`src/rtl/bayer_pkg.sv`:
```
// Shared types for the RGB-to-Bayer mosaic path: pixel-type codes, CFA
// pattern codes and the packed raw-pixel record carried through the skid buffer.
package bayer_pkg;

  typedef enum logic [1:0] {
    BLUE           = 2'd0,
    GREEN_BLUE_ROW = 2'd1,
    GREEN_RED_ROW  = 2'd2,
    RED            = 2'd3
  } pixel_type_e;

  localparam logic [1:0] BGGR = 2'd0;
  localparam logic [1:0] GBRG = 2'd1;
  localparam logic [1:0] GRBG = 2'd2;
  localparam logic [1:0] RGGB = 2'd3;

  typedef struct packed {
    logic [7:0]  raw;
    pixel_type_e ptype;
    logic        sof;
    logic        eol;
  } raw_pixel_t;

  localparam int PIXEL_W = $bits(raw_pixel_t);

  // Pick the single colour channel a Bayer site keeps; a pure select.
  function automatic logic [7:0] bayer_sample(input logic [23:0] rgb,
                                              input pixel_type_e ptype);
    logic [7:0] s;
    case (ptype)
      RED:     s = rgb[23:16];
      BLUE:    s = rgb[7:0];
      default: s = rgb[15:8];
    endcase
    return s;
  endfunction

endpackage

```
`src/rtl/pixel_skid_buffer.sv`:
```
// Two-entry ready/valid skid buffer with a registered upstream ready, so no
// combinational path exists from the downstream ready to the upstream ready.
module pixel_skid_buffer #(
  parameter int W = 12
) (
  input  logic         clk_i,
  input  logic         rst_n_i,
  input  logic         valid_i,
  output logic         ready_o,
  input  logic [W-1:0] data_i,
  output logic         valid_o,
  input  logic         ready_i,
  output logic [W-1:0] data_o
);

  logic [W-1:0] mem_q [2];
  logic         wr_ptr_q;
  logic         rd_ptr_q;
  logic [1:0]   count_q;
  logic [1:0]   count_d;
  logic         ready_q;
  logic         push;
  logic         pop;

  assign push    = valid_i && ready_q;
  assign pop     = (count_q != 2'd0) && ready_i;
  assign valid_o = (count_q != 2'd0);
  assign ready_o = ready_q;
  assign data_o  = mem_q[rd_ptr_q];

  always_comb begin
    count_d = count_q;
    case ({push, pop})
      2'b10:   count_d = count_q + 2'd1;
      2'b01:   count_d = count_q - 2'd1;
      default: count_d = count_q;
    endcase
  end

  // A push only lands in a free slot, so the head entry never changes while stalled.
  always_ff @(posedge clk_i or negedge rst_n_i) begin
    if (!rst_n_i) begin
      mem_q[0] <= '0;
      mem_q[1] <= '0;
      wr_ptr_q <= 1'b0;
      rd_ptr_q <= 1'b0;
      count_q  <= 2'd0;
      ready_q  <= 1'b0;
    end else begin
      if (push) begin
        mem_q[wr_ptr_q] <= data_i;
        wr_ptr_q        <= ~wr_ptr_q;
      end
      if (pop) begin
        rd_ptr_q <= ~rd_ptr_q;
      end
      count_q <= count_d;
      ready_q <= (count_d != 2'd2);
    end
  end

endmodule

```
`src/rtl/rgb_to_bayer_mosaic.sv`:
```
// Converts an RGB pixel stream into a Bayer-mosaiced raw stream, tracking the
// frame position and flagging start-of-frame sync violations.
module rgb_to_bayer_mosaic
  import bayer_pkg::*;
#(
  parameter int         WIDTH   = 640,
  parameter int         HEIGHT  = 480,
  parameter logic [1:0] PATTERN = BGGR
) (
  input  logic        clk_pixel,
  input  logic        reset_n,
  input  logic        in_valid,
  output logic        in_ready,
  input  logic [23:0] in_rgb,
  input  logic        in_sof,
  output logic        out_valid,
  input  logic        out_ready,
  output logic [7:0]  out_raw,
  output logic [1:0]  out_pixel_type,
  output logic        out_sof,
  output logic        out_eol,
  output logic        frame_error
);

  localparam int XW = $clog2(WIDTH);
  localparam int YW = $clog2(HEIGHT);
  localparam logic [XW-1:0] X_LAST = XW'(WIDTH - 1);
  localparam logic [YW-1:0] Y_LAST = YW'(HEIGHT - 1);

  logic [XW-1:0] x_q, x_d, px;
  logic [YW-1:0] y_q, y_d, py;
  logic          at_origin;
  logic          sync_err;
  logic          push;
  logic          frame_error_q;
  pixel_type_e   ptype;
  raw_pixel_t    in_pix;
  raw_pixel_t    out_pix;
  logic [PIXEL_W-1:0] out_bits;

  assign push = in_valid && in_ready;

  // An accepted sof forces (0,0); otherwise the counters place the pixel.
  always_comb begin
    at_origin = (x_q == '0) && (y_q == '0);
    px        = in_sof ? '0 : x_q;
    py        = in_sof ? '0 : y_q;
    sync_err  = in_sof ? !at_origin : at_origin;
    ptype     = pixel_type_e'(PATTERN ^ {py[0], px[0]});
    in_pix.raw   = bayer_sample(in_rgb, ptype);
    in_pix.ptype = ptype;
    in_pix.sof   = (px == '0) && (py == '0);
    in_pix.eol   = (px == X_LAST);
  end

  always_comb begin
    x_d = x_q;
    y_d = y_q;
    if (push) begin
      if (px == X_LAST) begin
        x_d = '0;
        y_d = (py == Y_LAST) ? '0 : py + YW'(1);
      end else begin
        x_d = px + XW'(1);
        y_d = py;
      end
    end
  end

  always_ff @(posedge clk_pixel or negedge reset_n) begin
    if (!reset_n) begin
      x_q           <= '0;
      y_q           <= '0;
      frame_error_q <= 1'b0;
    end else begin
      x_q           <= x_d;
      y_q           <= y_d;
      frame_error_q <= push && sync_err;
    end
  end

  pixel_skid_buffer #(
    .W (PIXEL_W)
  ) u_skid (
    .clk_i   (clk_pixel),
    .rst_n_i (reset_n),
    .valid_i (in_valid),
    .ready_o (in_ready),
    .data_i  (in_pix),
    .valid_o (out_valid),
    .ready_i (out_ready),
    .data_o  (out_bits)
  );

  assign out_pix        = raw_pixel_t'(out_bits);
  assign out_raw        = out_pix.raw;
  assign out_pixel_type = out_pix.ptype;
  assign out_sof        = out_pix.sof;
  assign out_eol        = out_pix.eol;
  assign frame_error    = frame_error_q;

endmodule
```
`config.mk`:
```
export PLATFORM = sky130hd
export DESIGN_NAME = rgb_to_bayer_mosaic
export DESIGN_NICKNAME = d
export VERILOG_FILES = /design/src/rtl/bayer_pkg.sv /design/src/rtl/pixel_skid_buffer.sv /design/src/rtl/rgb_to_bayer_mosaic.sv
export SDC_FILE = /design/constraint.sdc
export NUM_CORES = 1
export LEC_CHECK = 0
export BUFFER_PORTS_ARGS = -buffer_cell sky130_fd_sc_hd__buf_2
export CORE_ASPECT_RATIO = 1.25
export CORE_UTILIZATION = 37
export CTS_CLUSTER_DIAMETER = 40
export DETAILED_ROUTE_END_ITERATION = 8
export SETUP_SLACK_MARGIN = 0.05
export SLEW_MARGIN = 15
export SYNTH_ARGS = -nofsm -noshare
export SYNTH_HDL_FRONTEND = slang
export SYNTH_HIERARCHICAL = 1
export SYNTH_SLANG_ARGS = --single-unit
```
`constraint.sdc`:
```
create_clock -name clk_pixel -period 2.6 [get_ports clk_pixel]
set_input_delay 0.52 -clock clk_pixel [delete_from_list [all_inputs] [get_ports clk_pixel]]
set_output_delay 0.52 -clock clk_pixel [all_outputs]
set_load 0.005 [all_outputs]
```
==> results.sh, run 1 <==
export IMPL_ir_worst_vdd_mv=0.4299
export IMPL_drtIter0Drc=141
export IMPL_synth_nets=315
export IMPL_dr_total_vias=2233
export IMPL_cts_buffer_depth=2
export IMPL_status="complete, no violations"
export IMPL_max_freq_mhz=472.4
export IMPL_rrSetupSlack_ns=0.56
export IMPL_rows=35
export IMPL_yosys_warnings=6
export IMPL_post_route_period_util_pct=81.41
export IMPL_grt_pass1_vias=2122
export IMPL_ant_nets=0
export IMPL_r2r_end="y_q[0]"
export IMPL_required_ns=2.08
export IMPL_p_int_uw=1785
export IMPL_clock_power_share_pct=16.6
export IMPL_synth_edf_count=0
export IMPL_timing_critical_path_from="u_skid/rd_ptr_q"
export IMPL_synth_cell_type_count=49
export IMPL_yosysTopAreaCell="dfrtp_1"
export IMPL_cp_start_kind="flip-flop"
export IMPL_htreeDepth=2
export IMPL_yosys_area_top_type_share_pct=43.02
export IMPL_fp_coreArea_um2=7401
export IMPL_power_per_cell_area_nw_per_um2=854.9
export IMPL_start_util_pct=38.51
export IMPL_clk_pin_slew_worst_paths_ns=0.09
export IMPL_syn_area_um2=2850
export IMPL_cts_hold_buf=0
export IMPL_finalCriticalPeriod_ns=2.117
export IMPL_path_class="reg -> out"
export IMPL_cp_endpoint="out_pixel_type[0]"
export IMPL_post_cts_buffers=0
export IMPL_cts_resized=0
export IMPL_multi_input_area_um2=1474
export IMPL_arrival_ns=1.60
export IMPL_rsz0062_at_grt="false"
export IMPL_port_buffers=43
export IMPL_dpl_cell_area_um2=3133
export IMPL_die_area_um2=8060
export IMPL_area_delta_synth_final_pct=12.99
export IMPL_cap_violations=0
export IMPL_p_sw_share_pct=35.15
export IMPL_overflow=0
export IMPL_stdcell_area_um2=3221
export IMPL_synth_avg_cell_area_um2=10.14
export IMPL_grt_max_degree=50
export IMPL_setup_ws_ns=0.4833
export IMPL_clock_sinks=49
export IMPL_crit_path_max_fanout=13
export IMPL_die_h_um=100.1
export IMPL_diodes=0
export IMPL_place_gp_congestion=0.7790
export IMPL_synth_seq_cells=49
export IMPL_root_buffer="clkbuf_8"
export IMPL_worstRegToRegCells=5
export IMPL_cts_buffers=5
export IMPL_setup_viol_count_final=0
export IMPL_final_cell_mix="dfrtp_1 (49), buf_2 (43), nand2_1 (35)"
export IMPL_grt_pass1_wl_um=10420
export IMPL_hold_ws_ns=0.3106
export IMPL_synthFlopType="dfrtp_1"
export IMPL_grtUsageTotal_pct=16.67
export IMPL_regArea_um2=1226
export IMPL_drc=0
export IMPL_vias_per_cell=5.394
export IMPL_drive_gt1_share_pct=31.06
export IMPL_cp_end_kind="output pin"
export IMPL_drt_total_wl_um=6296
export IMPL_seqPwrFrac_pct=45.6
export IMPL_p_comb_share_pct=37.8
export IMPL_power_leakage_uw=0.001442
export IMPL_setup_tns_ns=0
export IMPL_fill_cells=712
export IMPL_slew_headroom_pct=55.92
export IMPL_antenna_found_initial=0
export IMPL_syn_instance_count=281
export IMPL_final_common_cell="dfrtp_1"
export IMPL_hold_viol_final=0
export IMPL_die_w_um=80.50
export IMPL_dp_hpwl_um=4275
export IMPL_synthArstFlopShare_pct=100.0
export IMPL_slew_viol_final=0
export IMPL_cts_tree="done"
export IMPL_fin_worst_skew_ns=0.005230
export IMPL_synth_seq_area_share_pct=43.02
export IMPL_synth_area_leaders="dfrtp_1 (43%), mux2_2 (11%), mux2_4 (4.7%), nand2_1 (4.6%), o21ai_0 (4.0%)"
export IMPL_worst_pin_slew_ns=0.6593
export IMPL_r2r_start="x_q[8]"
export IMPL_num_nets_final=355
export IMPL_wl_per_cell_um=15.21
export IMPL_firstDrtPassIters=4
export IMPL_clk_latency_ns=0.31
export IMPL_p_sw_uw=967.9
export IMPL_ios=44
export IMPL_min_delay_path_class="in -> async"
export IMPL_place_ws_ns=0.5290
-- per-stage QoR --
step	cells	utilization, %	total power (uW)
final	414	43.52	2753
after global routing	414	43.52	2976
after CTS	414	43.52	2786
after detailed placement	406	42.33	2319
after global placement	406	42.33	2286
after floorplan	281	-	2013
-- Yosys cell counts, types with 6 or more instances --
library cell and instances:
dfrtp_1 49, nand2_1 35, mux2_2 27, o21ai_0 23
nor2_1 11, clkbuf_1 10, a22oi_1 9, inv_1 9
mux2_4 9, nand3_1 9, nor4_1 8, nor3_1 7
a21oi_1 6
-- sequential cells by signal, indices dropped and copies added, names as in the netlist --
name / count
frame_error: 1
u_skid/count_q: 2
u_skid/mem_q: 24
u_skid/rd_ptr_q: 1
u_skid/ready_o: 1
u_skid/wr_ptr_q: 1
x_q: 10
y_q: 9
-- final cells by class --
cell class                      instances  share of cell area, %
Clock buffer                            6                  2.253
Clock inverter                          2                 0.4662
Inverter                               10                  1.554
Multi-Input combinational cell        205                  45.77
Sequential cell                        49                  38.07
Tap cell                               92                  3.574
Timing Repair Buffer                   50                  8.314
-- power by group through the flow --
stage | Clock [uW] | Sequential [uW] | Combinational [uW]
finish | 456 | 1250 | 1040
global placement | 0 | 1260 | 1030
detailed placement | 0 | 1270 | 1050
CTS | 474 | 1250 | 1060
floorplan | 0 | 1150 | 860
global route | 505 | 1300 | 1180
-- critical path, cell delays in order, from the launching register on --
cell     delay [ns]
dfrtp_1        0.75
mux2_2         0.41
buf_2          0.13
-- worst min path at each step --
stage | endpoint | slack, ns | cells past startpoint
floorplan | frame_error | 0.22 | 0
CTS | u_skid/mem_q[22] | 0.34 | 2
global placement | u_skid/wr_ptr_q | 0.48 | 2
finish | u_skid/mem_q[23] | 0.31 | 2
global route | u_skid/mem_q[22] | 0.37 | 2
detailed placement | u_skid/wr_ptr_q | 0.48 | 2
-- cell families after synthesis --
kind of cell | after synthesis | synth area share, %
and+or+nand+nor | 98 | 17.74
adders and majority gates | 5 | 2.195
DFF | 49 | 43.02
xor gates and xnor gates | 5 | 1.537
muxes | 39 | 16.46
AOI/OAI and AO/OA | 58 | 13.78
buffers and inverters | 27 | 5.268
-- metal layers --
layer	part of all wire [%]	global-route usage, %
met1	48	22.58
met5	0	0
met4	1.2	5.632
met3	5.1	2.545
met2	46	26.99
Note: power is estimated with default switching activity, not from simulation.
==> run 2, diff against run 1 <==
==> constraint.sdc (replaced) <==
create_clock -name clk_pixel -period 2.05 [get_ports clk_pixel]
set_input_delay 0.41 -clock clk_pixel [delete_from_list [all_inputs] [get_ports clk_pixel]]
set_output_delay 0.41 -clock clk_pixel [all_outputs]
set_load 0.005 [all_outputs]
==> results.sh, run 2 (synthesized netlist as in run 1, its figures left out) <==
export IMPL_root_buffer="clkbuf_8"
export IMPL_firstDrtPassIters=4
export IMPL_min_delay_path_class="in -> async"
export IMPL_drt_met1_wl_um=2944
export IMPL_met3WireLength_um=263
export IMPL_finalCriticalPeriod_ns=1.868
export IMPL_drt_total_wl_um=6301
export IMPL_place_gp_congestion=0.8150
export IMPL_ir_worst_vdd_mv=0.6831
export IMPL_cts_buffers=5
export IMPL_die_w_um=80.50
export IMPL_post_route_period_util_pct=91.14
export IMPL_clk_pin_slew_worst_paths_ns=0.10
export IMPL_setup_tns_ns=0
export IMPL_largest_register_ffs=24
export IMPL_clk_latency_ns=0.31
export IMPL_setup_ws_ns=0.1816
export IMPL_required_ns=1.64
export IMPL_grt_pass1_vias=2209
export IMPL_reg_top3="u_skid/mem_q x24, x_q x10, y_q x9"
export IMPL_slew_headroom_pct=61.29
export IMPL_place_ws_ns=0.05778
export IMPL_drtIter0Drc=103
export IMPL_cts_buffer_depth=2
export IMPL_ios=44
export IMPL_fin_worst_skew_ns=0.01174
export IMPL_worst_pin_slew_ns=0.5807
export IMPL_vias_per_cell=5.340
export IMPL_rsz0062_at_grt="false"
export IMPL_cap_violations=0
export IMPL_cp_start_kind="flip-flop"
export IMPL_fp_coreArea_um2=7401
export IMPL_post_cts_buffers=0
export IMPL_port_buffers=43
export IMPL_die_h_um=100.1
export IMPL_htreeDepth=2
export IMPL_finalPower_uw=3617
export IMPL_cp_end_kind="output pin"
export IMPL_crit_path_max_fanout=9
export IMPL_power_leakage_uw=0.001536
export IMPL_regMostFlops="u_skid/mem_q"
export IMPL_clock_sinks=49
export IMPL_drc=0
export IMPL_antenna_found_initial=0
export IMPL_overflow=0
export IMPL_arrival_ns=1.46
export IMPL_setup_viol_count_final=0
export IMPL_area_delta_synth_final_pct=18.44
export IMPL_final_cell_mix="dfrtp_1 (49), buf_2 (43), nand2_1 (35)"
export IMPL_top_layer_used="met4"
export IMPL_dr_total_vias=2296
export IMPL_start_util_pct=38.51
export IMPL_num_nets_final=371
export IMPL_status="complete, no violations"
export IMPL_slew_viol_final=0
export IMPL_grtUsageTotal_pct=16.72
export IMPL_ant_nets=0
export IMPL_die_area_um2=8060
export IMPL_grt_max_degree=28
export IMPL_power_per_cell_area_nw_per_um2=1072
export IMPL_cts_tree="done"
export IMPL_path_class="reg -> out"
export IMPL_max_freq_mhz=535.2
export IMPL_drive_gt1_share_pct=34.91
export IMPL_wl_met2_um=3027
export IMPL_dp_hpwl_um=4610
export IMPL_hold_viol_final=0
export IMPL_grt_pass1_wl_um=10550
export IMPL_final_common_cell="dfrtp_1"
export IMPL_diodes=0
export IMPL_rows=35
export IMPL_wl_per_cell_um=14.65
run 2: final cells by class:
cell class / instances / area [um^2]
clock buffers: 5 / 68.82
clock inverters: 3 / 26.28
fillers: 716 / 4025
inverters: 10 / 50.05
multi-input cells: 205 / 1476
flip-flops and latches: 49 / 1226
well taps: 92 / 115.1
repair buffers: 66 / 412.9
run 2: worst paths after layout:
check | start | to | slack (ns) | cells past startpoint
worst max-delay path | u_skid/rd_ptr_q | out_raw[4] | 0.18 | 3
worst min-delay path | reset_n | u_skid/mem_q[5] | 0.08 | 1
worst max register to register | x_q[8] | y_q[6] | 0.20 | 5
worst min register to register | u_skid/wr_ptr_q | u_skid/wr_ptr_q | 0.51 | 2
max in group asynchronous | reset_n | y_q[5] | 1.43 | 2
min in group clk_pixel | in_sof | x_q[6] | 0.41 | 2
run 2: metrics by stage:
stage                     cells  util [%]  hold WS [ns]  area (um^2)
final                       430     45.61       0.07654         3376
after global placement      422     44.29        0.4216         3278
after detailed placement    422     44.29        0.4275         3278
after global routing        430     45.61       0.09796         3376
after CTS                   430     45.58       0.09146         3373
after floorplan             281         -        0.1144         2853
run 2: timing repair:
action,CTS,global route
hold buffers,0,0
setup endpoints to repair,0,4
resized for setup,0,1
run 2: layer usage:
metal / GRT usage, % / vias to the layer above
met5: 0 / -
met4: 4.396 / 0
met3: 2.909 / 9
met2: 29.53 / 51
met1: 20.77 / 1102
li1: - / 1134
run 2: critical path, stage by stage, from the launching register on:
cell and delay, ns:
dfrtp_1 0.51, buf_12 0.17, mux2_2 0.33, buf_2 0.13
run 2: power breakdown:
group | total [uW] | switching [uW] | internal, uW | leakage (uW)
registers | 1530 | 258 | 1280 | 0.000628
clock network | 608 | 360 | 249 | 0.0000423
logic | 1480 | 645 | 831 | 0.000865
total | 3620 | 1260 | 2360 | 0.00154
